[src/rtl/alu_serial_seq.sv]
// alu_serial_seq: bit-serial sequencer driving one external ALU_bitslice.
// Feeds the slice one operand bit pair per cycle, LSB first, and collects
// fout into a result shift register. cout is registered and becomes the
// next cycle's cin. Offers a start/busy/done handshake to the controller.
// Optional build macro: ALU_SEQ_FLAGS_EN adds registered zero/overflow outputs.
module alu_serial_seq #(
   parameter int WIDTH = 8
) (
   input  logic             clk,
   input  logic             rst,
   input  logic             start,
   input  logic [1:0]       op_ctrl,
   input  logic             op_sub,
   input  logic             op_cin,
   input  logic [WIDTH-1:0] a_in,
   input  logic [WIDTH-1:0] b_in,
   output logic             slice_a,
   output logic             slice_b,
   output logic             slice_cin,
   output logic [1:0]       slice_ctrl,
   input  logic             slice_fout,
   input  logic             slice_cout,
   output logic             busy,
   output logic             done,
   output logic [WIDTH-1:0] result,
   output logic             carry_out
`ifdef ALU_SEQ_FLAGS_EN
   ,
   output logic             zero,
   output logic             overflow
`endif
);

   localparam int CW = $clog2(WIDTH + 1);

   typedef enum logic [1:0] {
      IDLE  = 2'd0,
      SHIFT = 2'd1,
      DONE  = 2'd2
   } state_t;

   state_t           state_q;
   logic [WIDTH-1:0] a_q;
   logic [WIDTH-1:0] b_q;
   logic [WIDTH-2:0] sr_q;
   logic [WIDTH-1:0] sr_d;
   logic [WIDTH-1:0] result_q;
   logic [1:0]       ctrl_q;
   logic             sub_q;
   logic             cin_q;
   logic             busy_q;
   logic             done_q;
   logic             carry_q;
   logic [CW-1:0]    cnt_q;
   logic             last_bit;
`ifdef ALU_SEQ_FLAGS_EN
   logic             zero_q;
   logic             ovf_q;
`endif

   // Shift-in value and last-bit detect for the current SHIFT cycle.
   // sr_q holds only the upper WIDTH-1 bits; the final fout completes sr_d,
   // which is what gets committed to result on the last bit.
   always_comb begin
      sr_d     = {slice_fout, sr_q};
      last_bit = (cnt_q == CW'(WIDTH - 1));
   end

   // Slice drive: register LSBs while shifting, all zero otherwise.
   always_comb begin
      slice_a    = 1'b0;
      slice_b    = 1'b0;
      slice_cin  = 1'b0;
      slice_ctrl = 2'b00;
      if (state_q == SHIFT) begin
         slice_a    = a_q[0];
         slice_b    = b_q[0] ^ sub_q;
         slice_cin  = cin_q;
         slice_ctrl = ctrl_q;
      end
   end

   // Sequencer FSM with registered handshake and result outputs.
   always_ff @(posedge clk or posedge rst) begin
      if (rst) begin
         state_q  <= IDLE;
         a_q      <= '0;
         b_q      <= '0;
         sr_q     <= '0;
         result_q <= '0;
         ctrl_q   <= 2'b00;
         sub_q    <= 1'b0;
         cin_q    <= 1'b0;
         busy_q   <= 1'b0;
         done_q   <= 1'b0;
         carry_q  <= 1'b0;
         cnt_q    <= '0;
`ifdef ALU_SEQ_FLAGS_EN
         zero_q   <= 1'b0;
         ovf_q    <= 1'b0;
`endif
      end else begin
         case (state_q)
            IDLE: begin
               done_q <= 1'b0;
               if (start) begin
                  a_q     <= a_in;
                  b_q     <= b_in;
                  sr_q    <= '0;
                  ctrl_q  <= op_ctrl;
                  sub_q   <= op_sub & (op_ctrl == 2'b00);
                  cin_q   <= op_cin | (op_sub & (op_ctrl == 2'b00));
                  cnt_q   <= '0;
                  busy_q  <= 1'b1;
                  state_q <= SHIFT;
               end
            end
            SHIFT: begin
               sr_q  <= sr_d[WIDTH-1:1];
               cin_q <= slice_cout;
               a_q   <= a_q >> 1;
               b_q   <= b_q >> 1;
               cnt_q <= cnt_q + CW'(1);
               if (last_bit) begin
                  // Commit on entry to DONE so result is visible with done.
                  result_q <= sr_d;
                  carry_q  <= slice_cout;
`ifdef ALU_SEQ_FLAGS_EN
                  zero_q   <= (sr_d == '0);
                  ovf_q    <= (ctrl_q == 2'b00) & (cin_q ^ slice_cout);
`endif
                  busy_q   <= 1'b0;
                  done_q   <= 1'b1;
                  state_q  <= DONE;
               end
            end
            DONE: begin
               done_q  <= 1'b0;
               state_q <= IDLE;
            end
            default: begin
               busy_q  <= 1'b0;
               done_q  <= 1'b0;
               state_q <= IDLE;
            end
         endcase
      end
   end

   assign busy      = busy_q;
   assign done      = done_q;
   assign result    = result_q;
   assign carry_out = carry_q;
`ifdef ALU_SEQ_FLAGS_EN
   assign zero      = zero_q;
   assign overflow  = ovf_q;
`endif

endmodule
[config.mk]
export PLATFORM = sky130hd
export DESIGN_NAME = alu_serial_seq
export DESIGN_NICKNAME = d
export VERILOG_FILES = /design/src/rtl/alu_serial_seq.sv
export SDC_FILE = /design/constraint.sdc
export NUM_CORES = 1
export LEC_CHECK = 0
export CAP_MARGIN = 5
export CORE_MARGIN = 1.5
export CORE_UTILIZATION = 30
export DETAILED_ROUTE_END_ITERATION = 10
export SYNTH_ARGS = -nofsm -noshare
export SYNTH_HDL_FRONTEND = slang
export SYNTH_SLANG_ARGS = --single-unit
[constraint.sdc]
create_clock -name clk -period 3.58 [get_ports clk]
set_input_delay 0.895 -clock clk [delete_from_list [all_inputs] [get_ports clk]]
set_output_delay 0.895 -clock clk [all_outputs]
set_load 0.005 [all_outputs]
==> results of run 1 <==
cells in the mapped netlist:
library cell and n:
mux2_4 11, xnor2_1 1, nor2b_1 3, and2_1 5, buf_2 1, o21ai_0 19, nand2b_1 1, a22o_1 9
or3b_1 1, inv_1 1, dfrtp_1 44, and3b_1 11, clkbuf_1 8, a22oi_1 4, a211oi_2 1, o21bai_1 1
nand4_1 1, a21oi_1 17, nor3_1 1, mux2_2 1, and2b_2 6, nand2_1 16, mux2i_1 1, nor2_1 6
ha_1 1, a21bo_2 1, buf_6 2, buf_4 1
final cells by class:
type,count,share of cell area
clock inverters,3,0.01830
well taps,77,0.03709
repair buffers,46,0.1715
inverters,1,0.001445
flip-flops and latches,44,0.4239
multi-input cells,118,0.3213
clock buffers,5,0.02649
final timing paths:
kind / from / endpoint / slack, ns
max: state_q[1] / slice_a / 0.77
min: a_q[0] / a_q[0] / 0.48
max reg2reg: state_q[1] / result[7] / 1.37
min reg2reg: a_q[0] / a_q[0] / 0.48
max in group asynchronous: rst / cnt_q[2] / 1.89
min in group asynchronous: rst / b_q[3] / 1.11
state kept, by name (all words and copies together), names as in the netlist:
name / flops
a_q: 8
carry_out: 1
ctrl_q: 2
cin_q: 1
busy: 1
done: 1
state_q: 2
sr_q: 7
cnt_q: 4
result: 8
b_q: 8
sub_q: 1
placed cells by master, fill, tap and decap left out, drive strengths merged, types with 2 or more instances in the layout:
master,instances
and2,5
o21ai,19
nand2,16
nor2b,3
clkbuf,5
mux2,12
a22o,9
nor2,6
clkinv,2
a22oi,4
a21oi,17
dfrtp,44
and2b,6
and3b,11
clkdlybuf4s50,40
buf,6
per-layer routing:
metal | share of wire | wire [microns]
met5 | 0 | 0
met4 | 0.014 | 58
met2 | 0.45 | 1822
met3 | 0.041 | 168
met1 | 0.49 | 2002
power by group:
part | internal [mW] | switching [mW] | leakage, nW
sequential | 0.699 | 0.131 | 0.562
combinational | 0.452 | 0.280 | 0.558
clock | 0.210 | 0.180 | 0.0583
total | 1.36 | 0.591 | 1.18
kinds of logic (layout without fill, tap and decap cells):
logic type / count (synthesis) / in the layout
flops: 44 / 44
fa+ha+maj: 1 / 1
buf+inv: 13 / 55
simple gates: 51 / 51
compound gates: 52 / 52
mux: 13 / 13
xor+xnor: 1 / 1
critical path, delay by kind of cell, from the launching register on:
family / cells / cell delay [ns]
buf+inv: 1 / 0.50
flops: 1 / 0.38
simple gates: 2 / 0.74
stage by stage:
| stage | util | power, mW | cell area (sq um) | hold WS [ns] |
|---|---|---|---|---|
| 6_report | 0.4067 | 1.952 | 2597 | 0.4833 |
| 5_1_grt | 0.4067 | 2.105 | 2597 | 0.5177 |
| 4_1_cts | 0.4067 | 1.983 | 2597 | 0.4883 |
| 3_5_place_dp | 0.3885 | 1.587 | 2481 | 0.4729 |
| 3_3_place_gp | 0.3885 | 1.560 | 2481 | 0.4588 |
| 2_1_floorplan | - | 1.270 | 2004 | 0.4375 |
==> results.md, run 1 <==
- CTS root buf: clkbuf_8
- Multi-input combinational cell area: roughly 830 sq um
- RSZ-0062 raised after global routing: false
- Final TNS setup: 0 ns
- Post-synth top area share: 0.5493
- Dpl cells: 286
- Hold Crit Class: flop to flop
- Synth area leader: dfrtp_1
- Synth Instances: roughly 180
- Antenna fix cells: 0
- XOR/XNOR Fraction of Synth Area: 0.004370
- Final ANT Viol Nets: 0
- Slew HR: 0.3908
- Post-synth cell types: 28
- Worst-Skew Late Latency: approximately 0.3 ns
- GR met2 Demand/Resource: 0.1710
- # DRC: 0
- Slew Limit Fails: 0
- Largest family of logic cells by synthesized area: compound AO/OA/AOI/OAI gates
- CTS buffer count: 5
- Starting DRT DRC Count: 66
- Setup violators final: 0
- Initial antenna violation count: 0
- Synth Area in Simple Gates: 0.1536
- Sequential cell area: ~1100 sq um
- Crit path time final: 2.815 ns
- Max incr delay on CP: roughly 0.51 ns
- Fraction of the mapped netlist area in compound gates: 0.1592
- Resize count post-CTS: 0
- Vias in the first global route: between 1000 and 1500
- Top cells by area, synth: dfrtp_1 (55%), mux2_4 (8.2%), and3b_1 (4.8%), o21ai_0 (4.7%), a21oi_1 (4.2%)
- Yosys reg bits: 44
- Setup bufs post-CTS: 0
- CP Cell Sequence: nor2b_1, and2_1, clkdlybuf4s50_1
- Share of layout cells above drive strength 1: 0.1613
- Adder-Cell Fraction of Synth Area: 0.006242
- Endpoints failing hold: 0
- Row count: 29
- Peak Freq: roughly 0.36 GHz
- HPWL Detailed: between 2000 and 3000 microns
- Drt via density: between 4 and 5
- Initial Util: 0.3139
- Worst-path clk slew: approximately 0.090 ns
- Met1 Usage GRT: 0.1806
- Fillers: 640
- Number of max-cap violations: 0
- Mux contribution to synthesized area: 0.09301
- Post-CTS Hold Buffers: 0
- Post-Route WL: just over 4000 microns
- First-pass iteration count of the detailed router: 4
- Vias post-DR: between 1000 and 1500
- CTS tree: built
- Pre-CTS WS: between 1 and 1.5 ns
- Worst-margin pin slew: between 0.9 and 1 ns
- Setup Crit Path Kind: flop to output pin
- Core footprint: roughly 6400 sq um
- Post-Syn Area: ~2000 sq um
- Setup ws final: ~0.77 ns
- Synth Warn #: 0
- Grt met3 use: 0.02655
- Routability Congestion: between 0.7 and 0.8
- Slowest CP cell: nor2b_1
- Final period utilization: 0.7863
- Clk_skew: roughly 0.0072 ns
- Area of the die: ~7000 sq um
- Sequential share of the synthesized area: 0.5493
- Pin count of the biggest net entering global routing: 45
- Critical Path AT: roughly 1.9 ns
- First-pass GRT wire length: approximately 6900 microns
- Clk buf depth: 2
- CP endpoint kind: output pin
- P_leak: approximately 1.2 nW
- Syn Area/Cell: ~11 sq um
- PortBufs: 40
- Die extent in x: roughly 85 microns
- Maximum vdd drop: roughly 0.00029 V
- Final nets: 242
- CP startpoint kind: flop
- Routed WL per cell: 13.78 microns
- Die span in y: about 85 microns
- GR Overflow Total: 0
- Total global routing track utilization: 0.1214
- Net count after synthesis: 201
- Worst Path Required: between 2 and 3 ns
- Area grow syn2layout: 29.59%
- Outcome: finished clean
- Clock sinks: between 40 and 50
- Power Density: around 750 nW/um^2
- H-tree levels: 2
- GRT busiest layer: met1
- Non-filler cells in the finished layout: ~290
- R2r worst-path depth: 4
- Worst Path Max Fanout: 9
- Hold Path Depth: 2
- Top-Level Pins: between 40 and 50
No activity file was read; power rests on OpenSTA's default activity.
==> run 2, diff against run 1 <==
==> constraint.sdc (replaced) <==
create_clock -name clk -period 2.5 [get_ports clk]
set_input_delay 0.625 -clock clk [delete_from_list [all_inputs] [get_ports clk]]
set_output_delay 0.625 -clock clk [all_outputs]
set_load 0.005 [all_outputs]
==> run 2 against run 1 <==
Compared with the run above: critical path depth increased by 1; hold slack got worse by 0.014 ns; largest power group unchanged; final cell count increased by 0.68%; count of clock-buffer cells in the layout increased by 1; via count increased by 3.1%; clock skew increased by 0.0027 ns; utilization increased by 0.098 points; highest routed layer unchanged; sequential power increased by 42%.
==> results.md, run 2 (synthesis results as in run 1) <==
- Post-DP Area: 2509 sq um
- Outcome: finished clean
- Initial antenna violation count: 0
- Clk buf depth: 2
- # DRC: 0
- Final TNS setup: 0 ns
- Critical Path AT: 1.74 ns
- GR Overflow Total: 0
- Hold Crit Class: flop to flop
- H-tree levels: 2
- Total global routing track utilization: 0.1194
- Area of the die: a little over 7000 sq um
- Maximum vdd drop: roughly 0.00043 V
- Final period utilization: 0.9474
- Share of layout cells above drive strength 1: 0.1735
- Sequential cell area: 1101 sq um
- PortBufs: 40
- Final nets: between 200 and 250
- Worst Path Max Fanout: 22
- Setup violators final: 0
- Peak Freq: 0.4222 GHz
- Vias in the first global route: between 1000 and 1500
- Setup bufs post-CTS: 0
- Pin count of the biggest net entering global routing: 33
- Routability Congestion: just over 0.7
- Worst Path Required: 1.88 ns
- Number of max-cap violations: 0
- CTS buffer count: 5
- Setup Crit Path Kind: flop to output pin
- CP endpoint kind: output pin
- CTS root buf: clkbuf_8
- Worst-path clk slew: ~0.09 ns
- Final ANT Viol Nets: 0
- Final Cell Area: roughly 2600 sq um
- Area grow syn2layout: 29.90%
- RSZ-0062 raised after global routing: false
- Most common cell after layout, fill and taps aside: dfrtp_1
- First-pass iteration count of the detailed router: 4
- Starting DRT DRC Count: 50
- Clk_skew: roughly 0.010 ns
- Top-Level Pins: 41
- Clock sinks: between 40 and 50
- Routed WL per cell: 13.52 microns
- Slew HR: 0.7102
- Initial Util: 0.3139
- Antenna fix cells: 0
- Die span in y: between 80 and 90 microns
- Core footprint: between 6000 and 7000 sq um
- Die extent in x: 84.74 microns
- Slew Limit Fails: 0
- Post-Route WL: roughly 4000 microns
- CTS tree: built
- HPWL Detailed: roughly 2700 microns
- Multi-input combinational cell area: approximately 840 sq um
- Worst-margin pin slew: approximately 0.43 ns
- Fillers: approximately 630
- P_leak: approximately 1.2 nW
- Commonest cells after routing, fill and taps aside: dfrtp_1 (44), clkdlybuf4s50_1 (40), o21ai_0 (19), a21oi_1 (17), nand2_1 (16)
- Power Density: ~1000 nW/um^2
- Worst-Skew Late Latency: between 0.2 and 0.3 ns
- Vias post-DR: about 1400
- Row count: 29
- Crit path time final: between 2 and 2.5 ns
- Endpoints failing hold: 0
- Post-CTS Hold Buffers: 0
- First-pass GRT wire length: just under 7000 microns
- Drt via density: slightly below 5
- CP startpoint kind: flop
-- run 2: changes by cell type in the layout (fill, tap and decap cells not counted) --
cell and change:
clkinv_2 +2, clkinv_4 -2, buf_12 +1, buf_4 +1, bufinv_16 -1, clkbuf_8 +1
nor2b_1 -1, nor2b_2 +1
-- run 2: power breakdown --
group / switching, mW / leakage (nW) / internal, mW
combinational: 0.403 / 0.574 / 0.659
clock: 0.243 / 0.0510 / 0.221
sequential: 0.184 / 0.562 / 1.00
total: 0.830 / 1.19 / 1.88
-- run 2: worst paths after layout --
kind	from	endpoint	slack [ns]	cells after the start
hold reg to reg	cnt_q[3]	cnt_q[3]	0.47	1
min in group asynchronous	rst	carry_out	0.65	2
setup reg to reg	cnt_q[0]	result[7]	0.85	5
setup / recovery	state_q[1]	slice_b	0.13	4
max in group asynchronous	rst	b_q[2]	1.37	3
hold / removal	cnt_q[3]	cnt_q[3]	0.47	1
-- run 2: metrics by stage --
| step | hold WS (ns) | cells | setup slack (ns) | util | total power, mW |
|---|---|---|---|---|---|
| after floorplan | 0.4375 | 175 | 0.8180 | - | 1.819 |
| after global placement | 0.4554 | 288 | 0.3927 | 0.3928 | 2.246 |
| after detailed placement | 0.4628 | 288 | 0.3852 | 0.3928 | 2.274 |
| after CTS | 0.4746 | 296 | 0.05951 | 0.4073 | 2.741 |
| after global routing | 0.5167 | 296 | 0.05789 | 0.4077 | 2.899 |
| final | 0.4693 | 296 | 0.1315 | 0.4077 | 2.711 |
-- run 2: final cells by class --
cell class,count,area share
Clock inverter,2,0.003844
Tap cell,77,0.03700
Multi-Input combinational cell,118,0.3215
Sequential cell,44,0.4229
Inverter,1,0.001442
Clock buffer,6,0.03172
Timing Repair Buffer,48,0.1816
-- run 2: layer usage --
| metal | part of all wire | vias up | track usage |
|---|---|---|---|
| met4 | 0.011 | 0 | 0.03959 |
| met1 | 0.50 | 693 | 0.1752 |
| li1 | - | 701 | - |
| met2 | 0.44 | 43 | 0.1688 |
| met5 | 0 | - | 0 |
| met3 | 0.052 | 4 | 0.03441 |
-- run 2: worst max-delay path: stages (launching register included) --
cell,delay (ns)
dfrtp_1,0.39
buf_4,0.21
nand2b_1,0.21
nor2_1,0.13
clkdlybuf4s50_1,0.51
-- run 2: timing repair --
item                                    in CTS  in global routing
endpoints found under the hold margin        0                  0
resized for setup                            0                  1
endpoints found under the setup margin       0                  3
